File: config.mk
export PLATFORM = sky130hd
export DESIGN_NAME = usb_rx_byte_assembler_flat
export DESIGN_NICKNAME = d
export VERILOG_FILES = /design/src/rtl/usb_rx_pkg.sv /design/src/rtl/usb_rx_byte_assembler_if.sv /design/src/rtl/usb_rx_byte_assembler_flex_counter.sv /design/src/rtl/usb_rx_byte_assembler.sv /design/src/flat_wrapper.sv
export SDC_FILE = /design/constraint.sdc
export NUM_CORES = 1
export LEC_CHECK = 0
export ABC_AREA = 0
export BUFFER_PORTS_ARGS = -buffer_cell sky130_fd_sc_hd__buf_2
export CORE_UTILIZATION = 35
export CTS_CLUSTER_SIZE = 10
export DETAILED_ROUTE_END_ITERATION = 10
export MAX_ROUTING_LAYER = met4
export PLACE_DENSITY = 0.59
export SLEW_MARGIN = 20
export SYNTH_ARGS = -nofsm -noshare
export SYNTH_HDL_FRONTEND = slang
export SYNTH_SLANG_ARGS = --single-unit
File: constraint.sdc
create_clock -name clk -period 3 [get_ports clk]
set_input_delay 0.45 -clock clk [delete_from_list [all_inputs] [get_ports clk]]
set_output_delay 0.45 -clock clk [all_outputs]
set_load 0.02 [all_outputs]
File: src/rtl/usb_rx_pkg.sv
// Shared types and constants for the USB receive byte assembler.
// USB_RX_STUFF_CHECK_EN adds the ABORT state used on stuff violations.
package usb_rx_pkg;

    localparam int unsigned BYTE_W = 8;
    localparam logic [BYTE_W-1:0] SYNC_BYTE = 8'h80;

    typedef enum logic [1:0] {
        StIdle,
        StHunt,
        StReceive
`ifdef USB_RX_STUFF_CHECK_EN
        , StAbort
`endif
    } rx_state_e;

endpackage

File: src/rtl/usb_rx_byte_assembler_if.sv
// Bit-stream inputs and byte-level results between the stuff-bit detector,
// the assembler and the RX controller.
interface usb_rx_byte_assembler_if #(
    parameter int unsigned CNT_W = 7
);
    import usb_rx_pkg::*;

    logic              shift_enable;
    logic              d_orig;
    logic              stuff_bit_indicator;
    logic              eop;
    logic [BYTE_W-1:0] rx_byte;
    logic              byte_valid;
    logic [CNT_W-1:0]  byte_count;
    logic              packet_done;
    logic              stuff_error;
    logic              align_error;

    modport master (
        output shift_enable, d_orig, stuff_bit_indicator, eop,
        input  rx_byte, byte_valid, byte_count, packet_done, stuff_error, align_error
    );

    modport slave (
        input  shift_enable, d_orig, stuff_bit_indicator, eop,
        output rx_byte, byte_valid, byte_count, packet_done, stuff_error, align_error
    );

endinterface

File: src/rtl/usb_rx_byte_assembler_flex_counter.sv
// Generic wrap-around counter: counts 0..rollover_val then back to 0; clear wins.
module flex_counter #(
    parameter int unsigned NUM_CNT_BITS = 4
) (
    input  logic                    clk,
    input  logic                    n_rst,
    input  logic                    clear,
    input  logic                    count_enable,
    input  logic [NUM_CNT_BITS-1:0] rollover_val,
    output logic [NUM_CNT_BITS-1:0] count_out,
    output logic                    rollover_flag
);

    logic [NUM_CNT_BITS-1:0] count_q, count_d;

    always_comb begin
        count_d = count_q;
        if (clear) begin
            count_d = '0;
        end else if (count_enable) begin
            count_d = (count_q == rollover_val) ? '0 : count_q + NUM_CNT_BITS'(1);
        end
    end

    always_ff @(posedge clk or negedge n_rst) begin
        if (!n_rst) begin
            count_q <= '0;
        end else begin
            count_q <= count_d;
        end
    end

    assign count_out     = count_q;
    assign rollover_flag = (count_q == rollover_val);

endmodule

File: src/rtl/usb_rx_byte_assembler.sv
// Hunts for SYNC, drops stuffed bits and assembles LSB-first payload bytes.
// USB_RX_STUFF_CHECK_EN enables stuff-violation detection and the ABORT state.
module usb_rx_byte_assembler
    import usb_rx_pkg::*;
#(
    parameter int unsigned CNT_W = 7
) (
    input logic                    clk,
    input logic                    n_rst,
    usb_rx_byte_assembler_if.slave bus
);

    rx_state_e         state_q, state_d;
    logic [BYTE_W-1:0] shift_reg_q, shift_reg_d;
    logic [BYTE_W-1:0] rx_byte_q, rx_byte_d;
    logic [CNT_W-1:0]  byte_count_q, byte_count_d;
    logic              byte_valid_q, byte_valid_d;
    logic              packet_done_q, packet_done_d;
    logic              align_error_q, align_error_d;
    logic [2:0]        bit_cnt;
    logic              bit_rollover;
    logic              accept, shift_en, sync_match, rx_accept, byte_done, eop_rx;
`ifdef USB_RX_STUFF_CHECK_EN
    logic              stuff_error_q, stuff_error_d;
    logic              stuff_evt;
`endif

    // eop outranks a coincident strobe, so such a bit is never accepted
    assign accept = bus.shift_enable & ~bus.stuff_bit_indicator & ~bus.eop;
`ifdef USB_RX_STUFF_CHECK_EN
    assign shift_en  = accept & (state_q != StAbort);
    assign stuff_evt = (state_q == StReceive) & bus.shift_enable & bus.stuff_bit_indicator &
                       ~bus.eop & bus.d_orig;
`else
    assign shift_en  = accept;
`endif
    assign rx_accept = (state_q == StReceive) & accept;
    assign byte_done = rx_accept & bit_rollover;
    assign eop_rx    = (state_q == StReceive) & bus.eop;

    // Match on the updated window so a back-to-back strobe after SYNC is not lost
    assign sync_match = (state_q == StHunt) & shift_en & (shift_reg_d == SYNC_BYTE);

    flex_counter #(
        .NUM_CNT_BITS (3)
    ) u_bit_cnt (
        .clk           (clk),
        .n_rst         (n_rst),
        .clear         (sync_match | bus.eop),
        .count_enable  (rx_accept),
        .rollover_val  (3'd7),
        .count_out     (bit_cnt),
        .rollover_flag (bit_rollover)
    );

    always_ff @(posedge clk or negedge n_rst) begin
        if (!n_rst) begin
            state_q <= StIdle;
        end else begin
            state_q <= state_d;
        end
    end

    always_comb begin
        state_d = state_q;
        unique case (state_q)
            StIdle: begin
                if (bus.shift_enable && !bus.eop) state_d = StHunt;
            end
            StHunt: begin
                if (bus.eop) state_d = StIdle;
                else if (sync_match) state_d = StReceive;
            end
            StReceive: begin
                if (bus.eop) state_d = StIdle;
`ifdef USB_RX_STUFF_CHECK_EN
                else if (stuff_evt) state_d = StAbort;
`endif
            end
`ifdef USB_RX_STUFF_CHECK_EN
            StAbort: begin
                if (bus.eop) state_d = StIdle;
            end
`endif
            default: state_d = StIdle;
        endcase
    end

    always_comb begin
        shift_reg_d   = shift_en ? {bus.d_orig, shift_reg_q[BYTE_W-1:1]} : shift_reg_q;
        rx_byte_d     = byte_done ? shift_reg_d : rx_byte_q;
        byte_valid_d  = byte_done;
        packet_done_d = eop_rx & (bit_cnt == 3'd0);
        byte_count_d  = byte_count_q;
        if (sync_match) begin
            byte_count_d = '0;
        end else if (byte_done && byte_count_q != {CNT_W{1'b1}}) begin
            byte_count_d = byte_count_q + CNT_W'(1);
        end
        align_error_d = align_error_q;
        if (sync_match) begin
            align_error_d = 1'b0;
        end else if (eop_rx && bit_cnt != 3'd0) begin
            align_error_d = 1'b1;
        end
`ifdef USB_RX_STUFF_CHECK_EN
        stuff_error_d = stuff_error_q;
        if (sync_match) begin
            stuff_error_d = 1'b0;
        end else if (stuff_evt) begin
            stuff_error_d = 1'b1;
        end
`endif
    end

    always_ff @(posedge clk or negedge n_rst) begin
        if (!n_rst) begin
            shift_reg_q   <= '0;
            rx_byte_q     <= '0;
            byte_count_q  <= '0;
            byte_valid_q  <= 1'b0;
            packet_done_q <= 1'b0;
            align_error_q <= 1'b0;
        end else begin
            shift_reg_q   <= shift_reg_d;
            rx_byte_q     <= rx_byte_d;
            byte_count_q  <= byte_count_d;
            byte_valid_q  <= byte_valid_d;
            packet_done_q <= packet_done_d;
            align_error_q <= align_error_d;
        end
    end

`ifdef USB_RX_STUFF_CHECK_EN
    always_ff @(posedge clk or negedge n_rst) begin
        if (!n_rst) begin
            stuff_error_q <= 1'b0;
        end else begin
            stuff_error_q <= stuff_error_d;
        end
    end
    assign bus.stuff_error = stuff_error_q;
`else
    assign bus.stuff_error = 1'b0;
`endif

    assign bus.rx_byte     = rx_byte_q;
    assign bus.byte_valid  = byte_valid_q;
    assign bus.byte_count  = byte_count_q;
    assign bus.packet_done = packet_done_q;
    assign bus.align_error = align_error_q;

endmodule

File: src/flat_wrapper.sv
// flat-port wrapper written by rule: the top's interface ports become plain ports
module usb_rx_byte_assembler_flat import usb_rx_pkg::*;
#(
    parameter int unsigned CNT_W = 7
)
  (clk, n_rst, bus_shift_enable, bus_d_orig, bus_stuff_bit_indicator, bus_eop, bus_rx_byte, bus_byte_valid, bus_byte_count, bus_packet_done, bus_stuff_error, bus_align_error);
  usb_rx_byte_assembler_if #(.CNT_W(CNT_W)) bus_i ();
  input logic clk;
  input logic n_rst;
  input wire logic [$bits(bus_i.shift_enable)-1:0] bus_shift_enable;
  input wire logic [$bits(bus_i.d_orig)-1:0] bus_d_orig;
  input wire logic [$bits(bus_i.stuff_bit_indicator)-1:0] bus_stuff_bit_indicator;
  input wire logic [$bits(bus_i.eop)-1:0] bus_eop;
  output wire logic [$bits(bus_i.rx_byte)-1:0] bus_rx_byte;
  output wire logic [$bits(bus_i.byte_valid)-1:0] bus_byte_valid;
  output wire logic [$bits(bus_i.byte_count)-1:0] bus_byte_count;
  output wire logic [$bits(bus_i.packet_done)-1:0] bus_packet_done;
  output wire logic [$bits(bus_i.stuff_error)-1:0] bus_stuff_error;
  output wire logic [$bits(bus_i.align_error)-1:0] bus_align_error;
  assign bus_i.shift_enable = bus_shift_enable;
  assign bus_i.d_orig = bus_d_orig;
  assign bus_i.stuff_bit_indicator = bus_stuff_bit_indicator;
  assign bus_i.eop = bus_eop;
  assign bus_rx_byte = bus_i.rx_byte;
  assign bus_byte_valid = bus_i.byte_valid;
  assign bus_byte_count = bus_i.byte_count;
  assign bus_packet_done = bus_i.packet_done;
  assign bus_stuff_error = bus_i.stuff_error;
  assign bus_align_error = bus_i.align_error;
  usb_rx_byte_assembler #(.CNT_W(CNT_W)) u_core (.clk(clk), .n_rst(n_rst), .bus(bus_i));
endmodule
== Yosys cells after proc, flatten, opt, wreduce, memory -nomap -nowiden ==
Cells that the tools add are included.

* Flip-flop bits (word level): 31
* Input port bits: 6
* Logic and storage cells: 53

* Add/sub/neg operators: 2
* Eq/ne operators: 8
* Mux-type cells: 13
* Bitwise operators: 11
* Reduce and logical (&&, ||, !) cells: 11

{| class="wikitable"
|+ Operator list
! operator !! number
|-
| $mux 7 || 2
|-
| $mux 3 || 3
|-
| $and 1x1->1 || 8
|-
| $eq 8x8->1 const B || 1
|-
| $mux 2 || 4
|-
| $mux 8 || 1
|-
| $add 7x1->7 const B || 1
|-
| $ne 7x7->1 const B || 1
|-
| $pmux 2 s3 || 1
|-
| $reduce_bool 2->1 || 3
|-
| $add 3x1->3 const B || 1
|-
| $eq 3x3->1 const B || 1
|-
| $logic_and 1x1->1 || 3
|-
| $logic_not 3->1 || 1
|-
| $ne 3x2->1 const B || 1
|-
| $reduce_and 3->1 || 1
|-
| $reduce_bool 3->1 || 1
|-
| $eq 2x1->1 const B || 1
|-
| $eq 2x2->1 const B || 1
|-
| $logic_not 2->1 || 1
|-
| $mux 1 || 2
|-
| $ne 2x1->1 const B || 1
|-
| $ne 2x2->1 const B || 1
|-
| $not 1->1 || 2
|-
| 2 further kinds || 2
|}

== Logic depth before layout (Yosys ltp) ==
* Depth after elaboration: 9
* Mapped depth: 7

== Modules after synthesis ==
Synthesis repeated with hierarchy kept, for this count alone.

* Cells, all modules: 114
* Area total of the unflattened synthesis: 1435.1 um^2

{| class="wikitable"
|+ Modules (own cells, without submodules)
! module !! times used !! cells each !! area an instance (um^2) !! seq. area each (um^2)
|-
| usb_rx_byte_assembler || 1 || 94 || 1218.7 || 700.7
|-
| flex_counter || 1 || 20 || 216.5 || 75.1
|}

== Worst setup path before layout ==
Ideal clock, no wire load.

* Path type: input to register
* Start: input port bus_eop
* End: register u_core.byte_count_q[3] (netlist: u_core.bus.byte_count[3])
* Setup time: 0.078 ns
* Data arrival time: 1.828 ns
* Data required time: 2.922 ns
* Setup slack: 1.094 ns
* Stages: 5
* Buffers on the path: 1
* Path through: buf_6 -> or3b_4 -> or3_4 -> or3_1 -> a21oi_1

* Longest elaborated chain between the ends: 6
* Elaborated cells between the ends (all ways): 11
* Classes of those cells: 1 x eq/ne; 2 x mux; 6 x bitwise; 2 x reduce/logical

{| class="wikitable"
|+ Ends and longest elaborated chain
! what !! line !! RTL
|-
| start, declared || flat_wrapper.sv:13 || <nowiki>input wire logic [$bits(bus_i.eop)-1:0] bus_eop;</nowiki>
|-
| $not 1->1 * || usb_rx_byte_assembler.sv:29 || <nowiki>assign accept = bus.shift_enable & ~bus.stuff_bit_indicator & ~bus.eop;</nowiki>
|-
| $and 1x1->1 * || usb_rx_byte_assembler.sv:29 ||
|-
| $mux 8 or $and 1x1->1 (tied branches) || usb_rx_byte_assembler.sv:90, usb_rx_byte_assembler.sv:37 ||
|-
| $eq 8x8->1 or $and 1x1->1 (tied branches) || usb_rx_byte_assembler.sv:42, usb_rx_byte_assembler.sv:38 ||
|-
| $and 1x1->1 or $logic_and 1x1->1 (tied branches) || usb_rx_byte_assembler.sv:42, usb_rx_byte_assembler.sv:97 ||
|-
| $mux 7 or $reduce_bool 2->1 (tied branches) || - ||
|-
| end signal, assigned || usb_rx_byte_assembler.sv:127 || <nowiki>byte_count_q <= byte_count_d;</nowiki>
|-
| end, declared || usb_rx_byte_assembler.sv:16 || <nowiki>logic [CNT_W-1:0] byte_count_q, byte_count_d;</nowiki>
|}

Every way passes the cells marked *; elsewhere a longest branch is shown, timed or not.
A chain may end at the register's enable or synchronous reset.

== Worst setup path after layout ==
* Start: register u_core.u_bit_cnt.count_q[0] (netlist: u_core.u_bit_cnt.count_out[0])
* End: register u_core.byte_count_q[3] (netlist: u_core.bus.byte_count[3])

* Longest elaborated chain between the ends: 4

{| class="wikitable"
|+ Ends and longest elaborated chain
! what !! line !! RTL
|-
| start, declared || usb_rx_byte_assembler_flex_counter.sv:14 || <nowiki>logic [NUM_CNT_BITS-1:0] count_q, count_d;</nowiki>
|-
| start signal, assigned || usb_rx_byte_assembler_flex_counter.sv:29 || <nowiki>count_q <= count_d;</nowiki>
|-
| $eq 3x3->1 || usb_rx_byte_assembler_flex_counter.sv:34 || <nowiki>assign rollover_flag = (count_q == rollover_val);</nowiki>
|-
| $and 1x1->1 || usb_rx_byte_assembler.sv:38 || <nowiki>assign byte_done = rx_accept & bit_rollover;</nowiki>
|-
| $logic_and 1x1->1 || usb_rx_byte_assembler.sv:97 || <nowiki>end else if (byte_done && byte_count_q != {CNT_W{1'b1}}) begin</nowiki>
|-
| $reduce_bool 2->1 (no line) || - ||
|}

Every way passes these cells.

==> qor.csv <==
stage;metric;value;unit
detailed_routing;DRT Wirelength;2580;um
sta;maximum clock frequency;537;MHz
pwr;leakage;0.832;nW
synth;syn nets;125;
run;Max Cap Viol;0;
cts;post-CTS sizing;0;
sta;minimum clock period;1.86;ns
floorplanning;Initial Utilization;0.371;
cts;CTS max path bufs;2;
worst_setup_path;crit path max fanout;4;
global_routing;grt ovf;0;
worst_setup_path;CP max-delay cell;dfrtp_1;
pwr;Cell Pwr Density;563;nW/um^2
worst_setup_path;Slowest Stage Delay on Critical Path;0.39;ns
detailed_routing;Routed Antenna Nets;0;
synth;Syn Inst Count;115;
cts;Root Buffer;clkbuf_8;
sta;Worst-Margin Slew;0.672;ns
floorplanning;row count;22;
final_layout;share of cells above drive strength 1;0.352;
worst_setup_path;worst path cell trace;ha_1 -> ha_1 -> nand3b_1 -> or3_4 -> or3_1 -> a21oi_1;
sta;Setup Viol. Count Final;0;
floorplanning;die area;4220;um^2
global_routing;initial antenna violation count;0;
final_layout;most frequent cells in the layout;dfrtp_1 (31), buf_2 (23), mux2_2 (16), nor2_1 (9), nand2_1 (7);
final_layout;Area growth, synth to finish;17.5;%
worst_setup_path;startpoint types;register;
synth;Synth area leader;dfrtp_1;
placed_design;HPWL Detailed;1840;um
synth;post-synthesis cell area;1390;um^2
placed_design;# port buffers;23;
worst_setup_path;Critical Path End Type;register;
placed_design;DP Worst Slack;0.977;ns
cts;CTS tree;yes;
synth;EDFF count, synth;0;
sta;final setup TNS;0;ns
worst_setup_path;Critical Path AT;2.07;ns
final_layout;Storage cell area;776;um^2
synth;sequential share of the synthesized area;0.559;
sta;Slew HR;0.552;
sta;Worst Skew;0.00351;ns
worst_setup_path;Worst R2R Setup Slack;1.14;ns
placed_design;RD Place Congestion;0.812;
cts;Post-CTS Setup Inserts;0;
worst_setup_path;Worst EP required;3.21;ns
global_routing;largest net degree at the start of global routing;32;
worst_setup_path;critical path class;register to register;
final_layout;Filler cells;389;
sta;Hold Fails Final Rpt;0;
detailed_routing;drt first pass iters;3;
detailed_routing;via/cell ratio;5.05;
synth;Post-synth top flop;dfrtp_1;
global_routing;Total GRT Usage;0.150;
detailed_routing;starting DRC count in detailed routing;60;
detailed_routing;DR WL/cell;13.6;um
cts;cts hold-fix bufs;0;
sta;crit share post-route;0.621;
synth;ranking of synthesized cells by area;dfrtp_1 (56%), mux2_2 (13%), ha_1 (3.6%), nor2_1 (2.4%), mux2i_1 (2.2%);
floorplanning;Die X;65.0;um
final_layout;most common cell after layout, fill and taps aside;dfrtp_1;
synth;post-synth cell types;36;
final_layout;multi-input logic area;571;um^2
worst_hold_path;Hold WC Path Type;input port to asynchronous set/reset pin;
synth;register bit total from synthesis;31;
cts;Clock Latency Late Sink;0.28;ns
outcome;status;finished, final reports clean;
sta;Final Max Slew Viols;0;
final_layout;n_diodes;0;
global_routing;vias in the first global route;939;
pwr;Peak VDD IR;0.000285;V
synth;ys async rst share;1.00;
detailed_routing;via count;960;
synth;Synthesis Warnings;0;
cts;CTS buffer count;5;
synth;syn avg cell area;12.1;um^2
floorplanning;IO Count;25;
worst_setup_path;reg2reg start;u_core.u_bit_cnt.count_out[0];
cts;clock slew seen by the registers of the worst setup and hold paths;0.06;ns
worst_setup_path;CP dominant cell by count;ha_1;
sta;Final WS setup;1.14;ns
cts;htree depth;2;
floorplanning;CORE AREA;3740;um^2
synth;share of the synthesized area in the top cell type;0.559;
global_routing;global-route wire length before repair;4470;um
final_layout;Final nets;152;
cts;clk sinks;31;
sta;RSZ-0062 raised after global routing;no;
floorplanning;Die Y;65.0;um
worst_setup_path;reg2reg end;u_core.bus.byte_count[3];
detailed_routing;DRC;0;
worst_setup_path;worst r2r path cells;6;
==> cells in the mapped netlist (2+ instances only) <==
cell type   n
nand4_1     2
mux2i_1     3
nand2_1     7
inv_1       3
mux2_2     16
dfrtp_1    31
and4_1      2
nor2_1      9
nor3_1      5
ha_1        4
or3_1       3
nand3_1     2
a21oi_1     3
nor4b_1     2
o21ai_0     2
==> report_power, final <==
| part | leakage [nW] | total, mW | internal [mW] | switching (mW) |
|---|---|---|---|---|
| sequential | 0.419 | 0.500 | 0.466 | 0.0340 |
| clock | 0.0470 | 0.324 | 0.179 | 0.144 |
| combinational | 0.366 | 0.0942 | 0.0474 | 0.0468 |
==> sequential cells by signal (all words and copies together), names as in the netlist <==
name and count:
u_core.bus.rx_byte 8, u_core.bus.align_error 1, u_core.shift_reg_q 8, u_core.bus.packet_done 1, u_core.bus.byte_valid 1, u_core.state_q 2
u_core.u_bit_cnt.count_out 3, u_core.bus.byte_count 7
==> metal layers <==
layer  track usage  share of wire  up-vias
met4        0.0750          0.029        0
met5             -              0        -
met2         0.195           0.44       24
li1              -              -      467
met1         0.194           0.48      461
met3        0.0651          0.054        8
==> worst max-delay path, delay by kind of cell (launching register included) <==
| family | cells | cell delay [ns] |
|---|---|---|
| simple gates | 3 | 0.86 |
| fa+ha+maj | 2 | 0.39 |
| flops | 1 | 0.39 |
| compound gates | 1 | 0.14 |
==> through the flow <==
step / std cells / hold slack (ns) / util / area, um^2 / power, mW
2_1_floorplan: 115 / 0.154 / - / 1390 / 0.567
3_5_place_dp: 183 / 0.490 / 0.412 / 1540 / 0.604
4_1_cts: 190 / 0.220 / 0.436 / 1630 / 0.933
5_1_grt: 190 / 0.261 / 0.436 / 1630 / 0.969
3_3_place_gp: 183 / 0.481 / 0.412 / 1540 / 0.600
6_report: 190 / 0.200 / 0.436 / 1630 / 0.918
==> layout make-up <==
cell class,count,area share
flip-flops and latches,31,0.475
well taps,48,0.0368
clock inverters,1,0.00307
clock buffers,6,0.0506
inverters,4,0.00920
repair buffers,24,0.0752
multi-input cells,76,0.350
==> cells by family after synthesis <==
logic type | share of synthesized area
xor+xnor | 0.00631
mux | 0.151
simple gates | 0.163
fa+ha+maj | 0.0360
other cells | 0.00270
compound gates | 0.0514
flops | 0.559
buf+inv | 0.0306
==> how the worst max path moves through the flow <==
stage                     slack [ns]                           from                  endpoint  depth (start not counted)
after CTS                       1.13  u_core.u_bit_cnt.count_out[0]  u_core.bus.byte_count[3]                          6
after global placement          1.01                        bus_eop  u_core.bus.byte_count[5]                          5
after global routing             1.0  u_core.u_bit_cnt.count_out[0]  u_core.bus.byte_count[3]                          6
final                           1.14  u_core.u_bit_cnt.count_out[0]  u_core.bus.byte_count[3]                          6
after detailed placement        0.98                        bus_eop  u_core.bus.byte_count[3]                          5
after floorplan                 1.09                        bus_eop  u_core.bus.byte_count[3]                          5
No activity file was read; power rests on OpenSTA's default activity.
